### src/rtl/alu_issue_stage_pkg.sv
// Shared ALU control codes, MIPS opcode/funct values and the decoded-op record
// used by the ALU issue stage and its decoder.
package alu_issue_stage_pkg;

    typedef enum logic [3:0] {
        ALU_DISABLED   = 4'd0,
        ALU_ADD        = 4'd1,
        ALU_SUB        = 4'd2,
        ALU_OR         = 4'd3,
        ALU_AND        = 4'd4,
        ALU_SHIFT_LEFT = 4'd5,
        ALU_XOR        = 4'd6,
        ALU_NOR        = 4'd7
    } alu_ctrl_e;

    localparam logic [5:0] OP_RTYPE = 6'h00;
    localparam logic [5:0] OP_ADDIU = 6'h09;
    localparam logic [5:0] OP_ANDI  = 6'h0C;
    localparam logic [5:0] OP_ORI   = 6'h0D;
    localparam logic [5:0] OP_XORI  = 6'h0E;
    localparam logic [5:0] OP_LUI   = 6'h0F;

    localparam logic [5:0] FN_SLL  = 6'h00;
    localparam logic [5:0] FN_SLLV = 6'h04;
    localparam logic [5:0] FN_ADDU = 6'h21;
    localparam logic [5:0] FN_SUBU = 6'h23;
    localparam logic [5:0] FN_AND  = 6'h24;
    localparam logic [5:0] FN_OR   = 6'h25;
    localparam logic [5:0] FN_XOR  = 6'h26;
    localparam logic [5:0] FN_NOR  = 6'h27;

    typedef struct packed {
        alu_ctrl_e   ctrl;
        logic [31:0] a;
        logic [31:0] b;
        logic [4:0]  dest;
        logic        illegal;
    } issue_op_t;

endpackage

### src/rtl/alu_issue_stage_decode.sv
// Pure combinational MIPS-subset decoder: instruction word plus register
// operands into ALU control, operands, destination and an illegal flag.
module alu_op_decode
    import alu_issue_stage_pkg::*;
(
    input  logic [31:0] instr,
    input  logic [31:0] rs_value,
    input  logic [31:0] rt_value,
    output issue_op_t   op
);

    logic [5:0]  opcode;
    logic [5:0]  funct;
    logic [4:0]  rt_field;
    logic [4:0]  rd_field;
    logic [4:0]  shamt;
    logic [15:0] imm;
    logic        unused_rs_field;

    assign opcode   = instr[31:26];
    assign rt_field = instr[20:16];
    assign rd_field = instr[15:11];
    assign shamt    = instr[10:6];
    assign funct    = instr[5:0];
    assign imm      = instr[15:0];
    // The rs register number is already resolved into rs_value upstream.
    assign unused_rs_field = ^instr[25:21];

    // Illegal encodings fall through with all fields left at zero.
    always_comb begin
        op = '0;
        case (opcode)
            OP_RTYPE: begin
                op.dest = rd_field;
                op.a    = rs_value;
                op.b    = rt_value;
                case (funct)
                    FN_ADDU: op.ctrl = ALU_ADD;
                    FN_SUBU: op.ctrl = ALU_SUB;
                    FN_AND:  op.ctrl = ALU_AND;
                    FN_OR:   op.ctrl = ALU_OR;
                    FN_XOR:  op.ctrl = ALU_XOR;
                    FN_NOR:  op.ctrl = ALU_NOR;
                    FN_SLL: begin
                        op.ctrl = ALU_SHIFT_LEFT;
                        op.a    = rt_value;
                        op.b    = {27'b0, shamt};
                    end
                    FN_SLLV: begin
                        op.ctrl = ALU_SHIFT_LEFT;
                        op.a    = rt_value;
                        op.b    = {27'b0, rs_value[4:0]};
                    end
                    default: begin
                        op         = '0;
                        op.illegal = 1'b1;
                    end
                endcase
            end
            OP_ADDIU: begin
                op.ctrl = ALU_ADD;
                op.a    = rs_value;
                op.b    = {{16{imm[15]}}, imm};
                op.dest = rt_field;
            end
            OP_ANDI: begin
                op.ctrl = ALU_AND;
                op.a    = rs_value;
                op.b    = {16'b0, imm};
                op.dest = rt_field;
            end
            OP_ORI: begin
                op.ctrl = ALU_OR;
                op.a    = rs_value;
                op.b    = {16'b0, imm};
                op.dest = rt_field;
            end
            OP_XORI: begin
                op.ctrl = ALU_XOR;
                op.a    = rs_value;
                op.b    = {16'b0, imm};
                op.dest = rt_field;
            end
            OP_LUI: begin
                op.ctrl = ALU_SHIFT_LEFT;
                op.a    = {16'b0, imm};
                op.b    = 32'd16;
                op.dest = rt_field;
            end
            default: op.illegal = 1'b1;
        endcase
    end

endmodule

### src/rtl/alu_issue_stage.sv
// Decode-and-issue stage feeding the ALU: one-entry output register with
// valid/ready handshake, flush and a saturating illegal-op counter.
module alu_issue_stage
    import alu_issue_stage_pkg::*;
#(
    parameter int CNT_W = 8
) (
    input  logic             clk,
    input  logic             reset_n,
    input  logic             in_valid,
    output logic             in_ready,
    input  logic [31:0]      instr,
    input  logic [31:0]      rs_value,
    input  logic [31:0]      rt_value,
    input  logic             flush,
    output logic             out_valid,
    input  logic             out_ready,
    output logic [3:0]       alu_ctrl,
    output logic [31:0]      alu_a,
    output logic [31:0]      alu_b,
    output logic [4:0]       dest_reg,
    output logic             illegal,
    output logic [CNT_W-1:0] illegal_count
);

    function automatic logic [CNT_W-1:0] sat_inc(input logic [CNT_W-1:0] v);
        return (&v) ? v : v + CNT_W'(1);
    endfunction

    issue_op_t        op_p0;
    issue_op_t        op_p1;
    logic             vld_p1;
    logic [CNT_W-1:0] cnt_p1;
    logic             accept;

    // Stage p0: combinational decode of the incoming instruction
    alu_op_decode u_decode (
        .instr    (instr),
        .rs_value (rs_value),
        .rt_value (rt_value),
        .op       (op_p0)
    );

    assign in_ready = !flush && (!vld_p1 || out_ready);
    assign accept   = in_valid && in_ready;

    // Stage p1: output register toward execute
    always_ff @(posedge clk or negedge reset_n) begin
        if (!reset_n) begin
            vld_p1 <= 1'b0;
            cnt_p1 <= '0;
        end else if (accept) begin
            vld_p1 <= 1'b1;
            if (op_p0.illegal)
                cnt_p1 <= sat_inc(cnt_p1);
        end else if (flush || out_ready) begin
            vld_p1 <= 1'b0;
        end
    end

    // Payload only moves on accept; a flush leaves the stale op in place.
    always_ff @(posedge clk or negedge reset_n) begin
        if (!reset_n)
            op_p1 <= '0;
        else if (accept)
            op_p1 <= op_p0;
    end

    assign out_valid     = vld_p1;
    assign alu_ctrl      = op_p1.ctrl;
    assign alu_a         = op_p1.a;
    assign alu_b         = op_p1.b;
    assign dest_reg      = op_p1.dest;
    assign illegal       = op_p1.illegal;
    assign illegal_count = cnt_p1;

endmodule

### config.mk
export PLATFORM = sky130hd
export DESIGN_NAME = alu_issue_stage
export DESIGN_NICKNAME = d
export VERILOG_FILES = /design/src/rtl/alu_issue_stage_pkg.sv /design/src/rtl/alu_issue_stage_decode.sv /design/src/rtl/alu_issue_stage.sv
export SDC_FILE = /design/constraint.sdc
export NUM_CORES = 1
export LEC_CHECK = 0
export BUFFER_PORTS_ARGS = -buffer_cell sky130_fd_sc_hd__buf_2
export CORE_MARGIN = 8
export CORE_UTILIZATION = 47
export CTS_CLUSTER_DIAMETER = 120
export DETAILED_ROUTE_END_ITERATION = 10
export PLACE_DENSITY_LB_ADDON = 0.15
export SLEW_MARGIN = 30
export SYNTH_ARGS = -nofsm -noshare
export SYNTH_HDL_FRONTEND = slang
export SYNTH_SLANG_ARGS = --single-unit
### constraint.sdc
create_clock -name clk -period 2.03 [get_ports clk]
set_input_delay 0.203 -clock clk [delete_from_list [all_inputs] [get_ports clk]]
set_output_delay 0.203 -clock clk [all_outputs]
set_load 0.03 [all_outputs]
==> results by group, run 1 <==
Run status
  – Status: complete, no violations

Clock network
  – Root Buffer: clkbuf_8
  – Clock transition at path regs: 0.08 ns
  – Max H-tree Level: 3
  – Latest clock arrival within the worst-skew pair: 0.35 ns
  – TritonCTS Buffers: 9
  – Clock Path Buffers: 2
  – # clock sinks: 82
  – CTS tree: done

Yosys
  – Syn_area_per_cell: 9.894 sq um
  – Synth unique cells: 44
  – Mapped Area: 4086 sq um
  – Synth Instances: 413
  – FF+latch count, synth: 82
  – Sequential fraction of the synthesis area: 50.21%
  – Synth warn: 0
  – Post-Syn Nets: 515

Power
  – Power consumption: just under 4 mW
  – Max IR drop VDD: 0.5515 mV
  – Leak pwr: 2.849 nW
  – PwrDens: 714.6 nW/um^2

GRT
  – Vias in the first global route: roughly 4,100
  – Grt total ovfl: 0
  – Initial antenna violation count: 0
  – Global-route wire length before repair: around 20,000 um
  – Largest net degree at the start of global routing: 90
  – GRT Resource Usage Total: 21.69%

Floorplan
  – Die W: between 100 and 150 um
  – Die area: between 10,000 and 15,000 sq um
  – Die H: 109.2 um
  – Initial Util: 47.55%
  – Row count: 34
  – I/O pin cnt: 185
  – CORE AREA: approximately 8600 sq um

Drt
  – WL/cell: 19.11 um
  – Pre-antenna DRT Iters: 8
  – DR iter-0 viols: 346
  – Post-Route WL: 13,470 um
  – Residual DRC count: 0
  – Vias per Instance: 5.824
  – Via count: approximately 4,100
  – Post-route ant nets: 0

Timing
  – Least-Margin Pin Slew: 0.8741 ns
  – Crit share post-route: 92.31%
  – Worst Skew: around 0.014 ns
  – RSZ-0062 raised after global routing: false
  – Sum Neg Setup Slack: 0 ns
  – Max Clock Freq: 533.7 MHz
  – Fin crit period: about 1.9 ns
  – Final hold violations: 0
  – Minimum hold slack: 0.04096 ns
  – Slew Limit Fails: 0
  – Relative slew margins: 41.72%
  – Final setup viols: 0

Run
  – Max cap viols: 0

Worst setup path
  – Worst EP required: between 2 and 2.5 ns
  – WP data arrival: ~2.1 ns
  – Levels on crit path: 5
  – Crit Path Max Fanout: 5
  – Setup crit end kind: register
  – Path depth of the worst reg2reg path: 5
  – Kind of critical path: reg2reg
  – CP bufs+invs: 0
  – CP max-delay cell: or4_1
  – CP peak stage delay: ~0.50 ns
  – CP Cell Sequence: ha_1 > and4_1 > or4_1 > nor3_1 > xor2_1
  – CP delay by family, top: simple AND/OR/NAND/NOR gates
  – Critical Path Source Type: register

Place
  – Port Buffers: 178
  – Post-DP HPWL: ~10000 um
  – Number of placed instances, taps included: 688
  – Final GP Congestion: 0.8712
  – Dpl cell area: 5202 sq um

Cells and area
  – Layout Cells excl Fill: 705
  – Layout area overhead: 33.04%
  – Layout cells sized above 1: a little under two fifths
  – Final instance area: ~5400 sq um
  – Most common library cell in the layout ignoring fill and taps: buf_2
  – # nets final: 694
  – Most frequent cells in the layout: buf_2 (177), dfrtp_1 (82), nand2_1 (59), o21ai_0 (47), a22o_1 (32)
  – Inserted Diodes: 0

Min path
  – Hold path cells: 2
  – Hold Path Class: in2reg
-- area by class of cell --
cell class                      count  area [sq um]
Tap cell                          108         135.1
Clock inverter                      6         90.09
Fill cell                         735          3157
Sequential cell                    82          2052
Multi-Input combinational cell    293          1883
Clock buffer                       10         127.6
Inverter                            2         7.507
Timing Repair Buffer              204          1141
-- metrics by stage --
| stage | setup WS [ns] | utilization (%) |
|---|---|---|
| 2_1_floorplan | 0.1564 | - |
| 3_3_place_gp | 0.08706 | 60.54 |
| 3_5_place_dp | 0.00003175 | 60.54 |
| 4_1_cts | 0.03038 | 63.19 |
| 5_1_grt | 0.05276 | 63.26 |
| 6_report | 0.1561 | 63.26 |
-- power by group --
part / switching (mW) / internal [mW] / total, mW
clock network: 0.613 / 0.699 / 1.31
registers: 0.0653 / 1.72 / 1.79
logic: 0.503 / 0.283 / 0.786
-- worst reg2reg max path, cell delays in order (launching register included) --
cell and delay, ns:
dfrtp_1 0.43, ha_1 0.24, and4_1 0.22, or4_1 0.50, nor3_1 0.24, xor2_1 0.17
-- metal layers --
metal	vias up	track usage, %	routed length (um)
met1	1948	27.89	5271
met2	232	33.84	6366
met3	29	6.028	1492
met4	0	8.872	343
met5	-	0	0
li1	1897	-	-
-- logic make-up (layout without fill, tap and decap cells) --
| logic type | Yosys count | count (layout) | share of synthesized area, % |
|---|---|---|---|
| flops | 82 | 82 | 50.21 |
| fa+ha+maj | 2 | 2 | 0.5511 |
| mux | 6 | 6 | 1.470 |
| other cells | 1 | 1 | 0.09177 |
| buf+inv | 38 | 222 | 4.501 |
| xor+xnor | 9 | 9 | 1.929 |
| compound gates | 170 | 170 | 29.15 |
| simple gates | 105 | 105 | 12.09 |
-- repair_timing --
item,4_1_cts,5_1_grt
hold buffers,1,0
endpoints found under the setup margin,0,4
endpoints found under the hold margin,35,0
resized for setup,0,1
setup buffers,0,0
-- worst paths after layout --
check,start,end,slack (ns)
setup / recovery,illegal_count[1],illegal_count[7],0.16
hold / removal,flush,out_valid,0.04
setup reg to reg,illegal_count[1],illegal_count[7],0.16
hold reg to reg,alu_b[27],alu_b[27],0.48
max in group asynchronous,reset_n,alu_b[21],1.06
min in group asynchronous,reset_n,alu_a[7],0.35
-- cell usage after synthesis, drive strengths merged --
cell	instances	area [sq um]
inv	2	7.510
nor3b	1	7.510
and3	2	12.51
a21oi	20	100.1
o21a	3	30.02
nor3	5	41.29
a22oi	16	120.1
nor2b	3	18.77
a21o	17	127.6
a22o	32	280.3
xor2	4	35.03
nand4	2	12.51
and2	1	6.260
nor4	1	6.260
conb	1	3.750
a222oi	16	160.2
a31oi	1	6.260
and4	3	26.28
and4b	1	10.01
o2bb2ai	5	43.79
nand2b	1	6.260
a211oi	2	15.01
ha	1	12.51
nand3	6	30.03
nand2	59	221.5
or3	2	12.51
maj3	1	10.01
xnor2	5	43.79
clkbuf	24	90.09
a221oi	4	35.03
buf	12	86.33
o21ai	53	265.3
or4	3	26.27
dfrtp	82	2052
nor2	15	56.30
mux2i	6	60.06
o31ai	1	7.510
No activity file was read; power rests on OpenSTA's default activity.
==> run 2, diff against run 1 <==
==> constraint.sdc (replaced) <==
create_clock -name clk -period 2.15 [get_ports clk]
set_input_delay 0.215 -clock clk [delete_from_list [all_inputs] [get_ports clk]]
set_output_delay 0.215 -clock clk [all_outputs]
set_load 0.03 [all_outputs]
==> run 2 against run 1 <==
Against the previous run: worst hold slack gained 0.018 ns; critical path depth is the same; worst setup slack gained 0.11 ns; highest routed layer unchanged; cell count shrank 0.71%; non-clock buffer count shrank 4.
==> results by group, run 2 (same netlist as run 1, synthesis figures left out) <==
Worst setup path
  – CP peak stage delay: 0.49 ns
  – CP delay by family, top: simple AND/OR/NAND/NOR gates
  – Kind of critical path: reg2reg
  – Setup crit end kind: register
  – CP bufs+invs: 0
  – CP Cell Sequence: ha_1 > and4_1 > or4_1 > nor3_1 > xor2_1
  – Critical Path Source Type: register
  – Crit Path Max Fanout: 5
  – CP max-delay cell: or4_1
  – Worst R2R Start: illegal_count[0]
  – Path depth of the worst reg2reg path: 5
  – Reg2reg setup slack: roughly 0.26 ns
  – Worst EP required: 2.42 ns
  – Crit Reg-Reg Endpoint: illegal_count[5]
  – WP data arrival: 2.16 ns

Timing
  – Relative slew margins: 41.75%
  – Worst Skew: 0.01514 ns
  – Final hold violations: 0
  – Sum Neg Setup Slack: 0 ns
  – Least-Margin Pin Slew: 0.8738 ns
  – RSZ-0062 raised after global routing: false
  – Max Clock Freq: between 500 and 600 MHz
  – Fin crit period: about 1.9 ns
  – Final setup viols: 0
  – Slew Limit Fails: 0
  – Crit share post-route: between 80% and 90%

Clock network
  – Cts hold-fix bufs: 1
  – Max H-tree Level: 3
  – Postcts setup bufs: 0
  – Clock transition at path regs: 0.09 ns
  – Clock Path Buffers: 2
  – # clock sinks: 82
  – Root Buffer: clkbuf_8
  – CTS tree: done
  – TritonCTS Buffers: 9
  – Latest clock arrival within the worst-skew pair: 0.35 ns
  – Post-cts sizing count: 0

Cells and area
  – Final instance area: 5340 sq um
  – Layout area overhead: 30.68%
  – Layout Cells excl Fill: 700
  – # nets final: 690
  – Layout cells sized above 1: 37.50%
  – Most frequent cells in the layout: buf_2 (177), dfrtp_1 (82), nand2_1 (59), o21ai_0 (47), a22o_1 (32)
  – Most common library cell in the layout ignoring fill and taps: buf_2
  – Inserted Diodes: 0

GRT
  – Largest net degree at the start of global routing: 90
  – Grt total ovfl: 0
  – Initial antenna violation count: 0
  – Global-route wire length before repair: between 20,000 and 25,000 um
  – Vias in the first global route: 4,180
  – GRT Resource Usage Total: between 20% and 30%

Run status
  – Status: complete, no violations

Power
  – Max IR drop VDD: just under 0.5 mV
  – Internal power: roughly 2.4 mW
  – Comb pwr share: 19.7%
  – Leak pwr: 2.815 nW
  – Clock Power Share: 31.4%
  – Switch Pwr: 1.104 mW
  – Sw Share: roughly a third
  – Seq pwr share: 48.9%
  – PwrDens: between 600 and 700 nW/um^2

Drt
  – Post-route ant nets: 0
  – WL/cell: 19.44 um
  – Vias per Instance: 5.769
  – Pre-antenna DRT Iters: 5
  – DR iter-0 viols: 270
  – Residual DRC count: 0
  – Via count: 4,038
  – Post-Route WL: ~14,000 um

Floorplan
  – Die W: 109.2 um
  – Row count: 34
  – CORE AREA: about 8600 sq um
  – Die area: 11,930 sq um
  – Die H: 109.2 um
  – I/O pin cnt: 185
  – Initial Util: 47.55%

Min path
  – Worst hold start: rs_value[17]
  – Hold Path Class: in2reg
  – Worst Hold End: alu_a[17]
  – Hold path cells: 2

Place
  – Post-DP HPWL: 9886 um
  – Port Buffers: 178
  – Final GP Congestion: 0.8565
  – Number of placed instances, taps included: 684
  – Dpl cell area: roughly 5000 sq um

Run
  – Max cap viols: 0
## run 2: layout make-up
class / count / area, sq um
Timing Repair Buffer: 200 / 1086
Tap cell: 108 / 135.1
Multi-Input combinational cell: 293 / 1877
Inverter: 2 / 7.507
Sequential cell: 82 / 2052
Fill cell: 776 / 3253
Clock inverter: 6 / 58.81
Clock buffer: 9 / 123.9
## run 2: power by group through the flow
stage	logic, mW	clock network [mW]	registers [mW]
floorplan	0.208	0	1.90
global placement	0.681	0	1.73
detailed placement	0.691	0	1.74
CTS	0.693	1.11	1.71
global route	0.745	1.16	1.72
finish	0.688	1.10	1.71
## run 2: routing by layer
layer,GRT usage [%],up-vias,wire length [um]
li1,-,1891,-
met1,27.80,1943,5582
met2,35.83,181,6464
met3,6.442,23,1273
met4,7.907,0,287
met5,0,-,0
## run 2: through the flow
stage / power [mW] / hold slack (ns) / setup slack (ns) / utilization [%]
after floorplan: 2.107 / -0.08059 / 0.2764 / -
after global placement: 2.416 / 0.2127 / 0.1460 / 59.90
after detailed placement: 2.428 / 0.2132 / 0.06867 / 59.90
after CTS: 3.513 / 0.04329 / 0.2411 / 62.14
after global routing: 3.629 / 0.04545 / 0.1187 / 62.14
final: 3.494 / 0.05918 / 0.2613 / 62.14
## run 2: worst register-to-register path, stage by stage (launching register included)
cell     delay (ns)
dfrtp_1        0.45
ha_1           0.27
and4_1         0.21
or4_1          0.49
nor3_1         0.23
xor2_1         0.17
## run 2: how the worst max path moves through the flow
| stage | depth (start not counted) | from | to |
|---|---|---|---|
| finish | 5 | illegal_count[0] | illegal_count[5] |
| global route | 5 | illegal_count[0] | illegal_count[5] |
| CTS | 5 | illegal_count[0] | illegal_count[5] |
| detailed placement | 7 | instr[27] | alu_b[24] |
| global placement | 7 | instr[27] | alu_b[25] |
| floorplan | 5 | illegal_count[0] | illegal_count[7] |
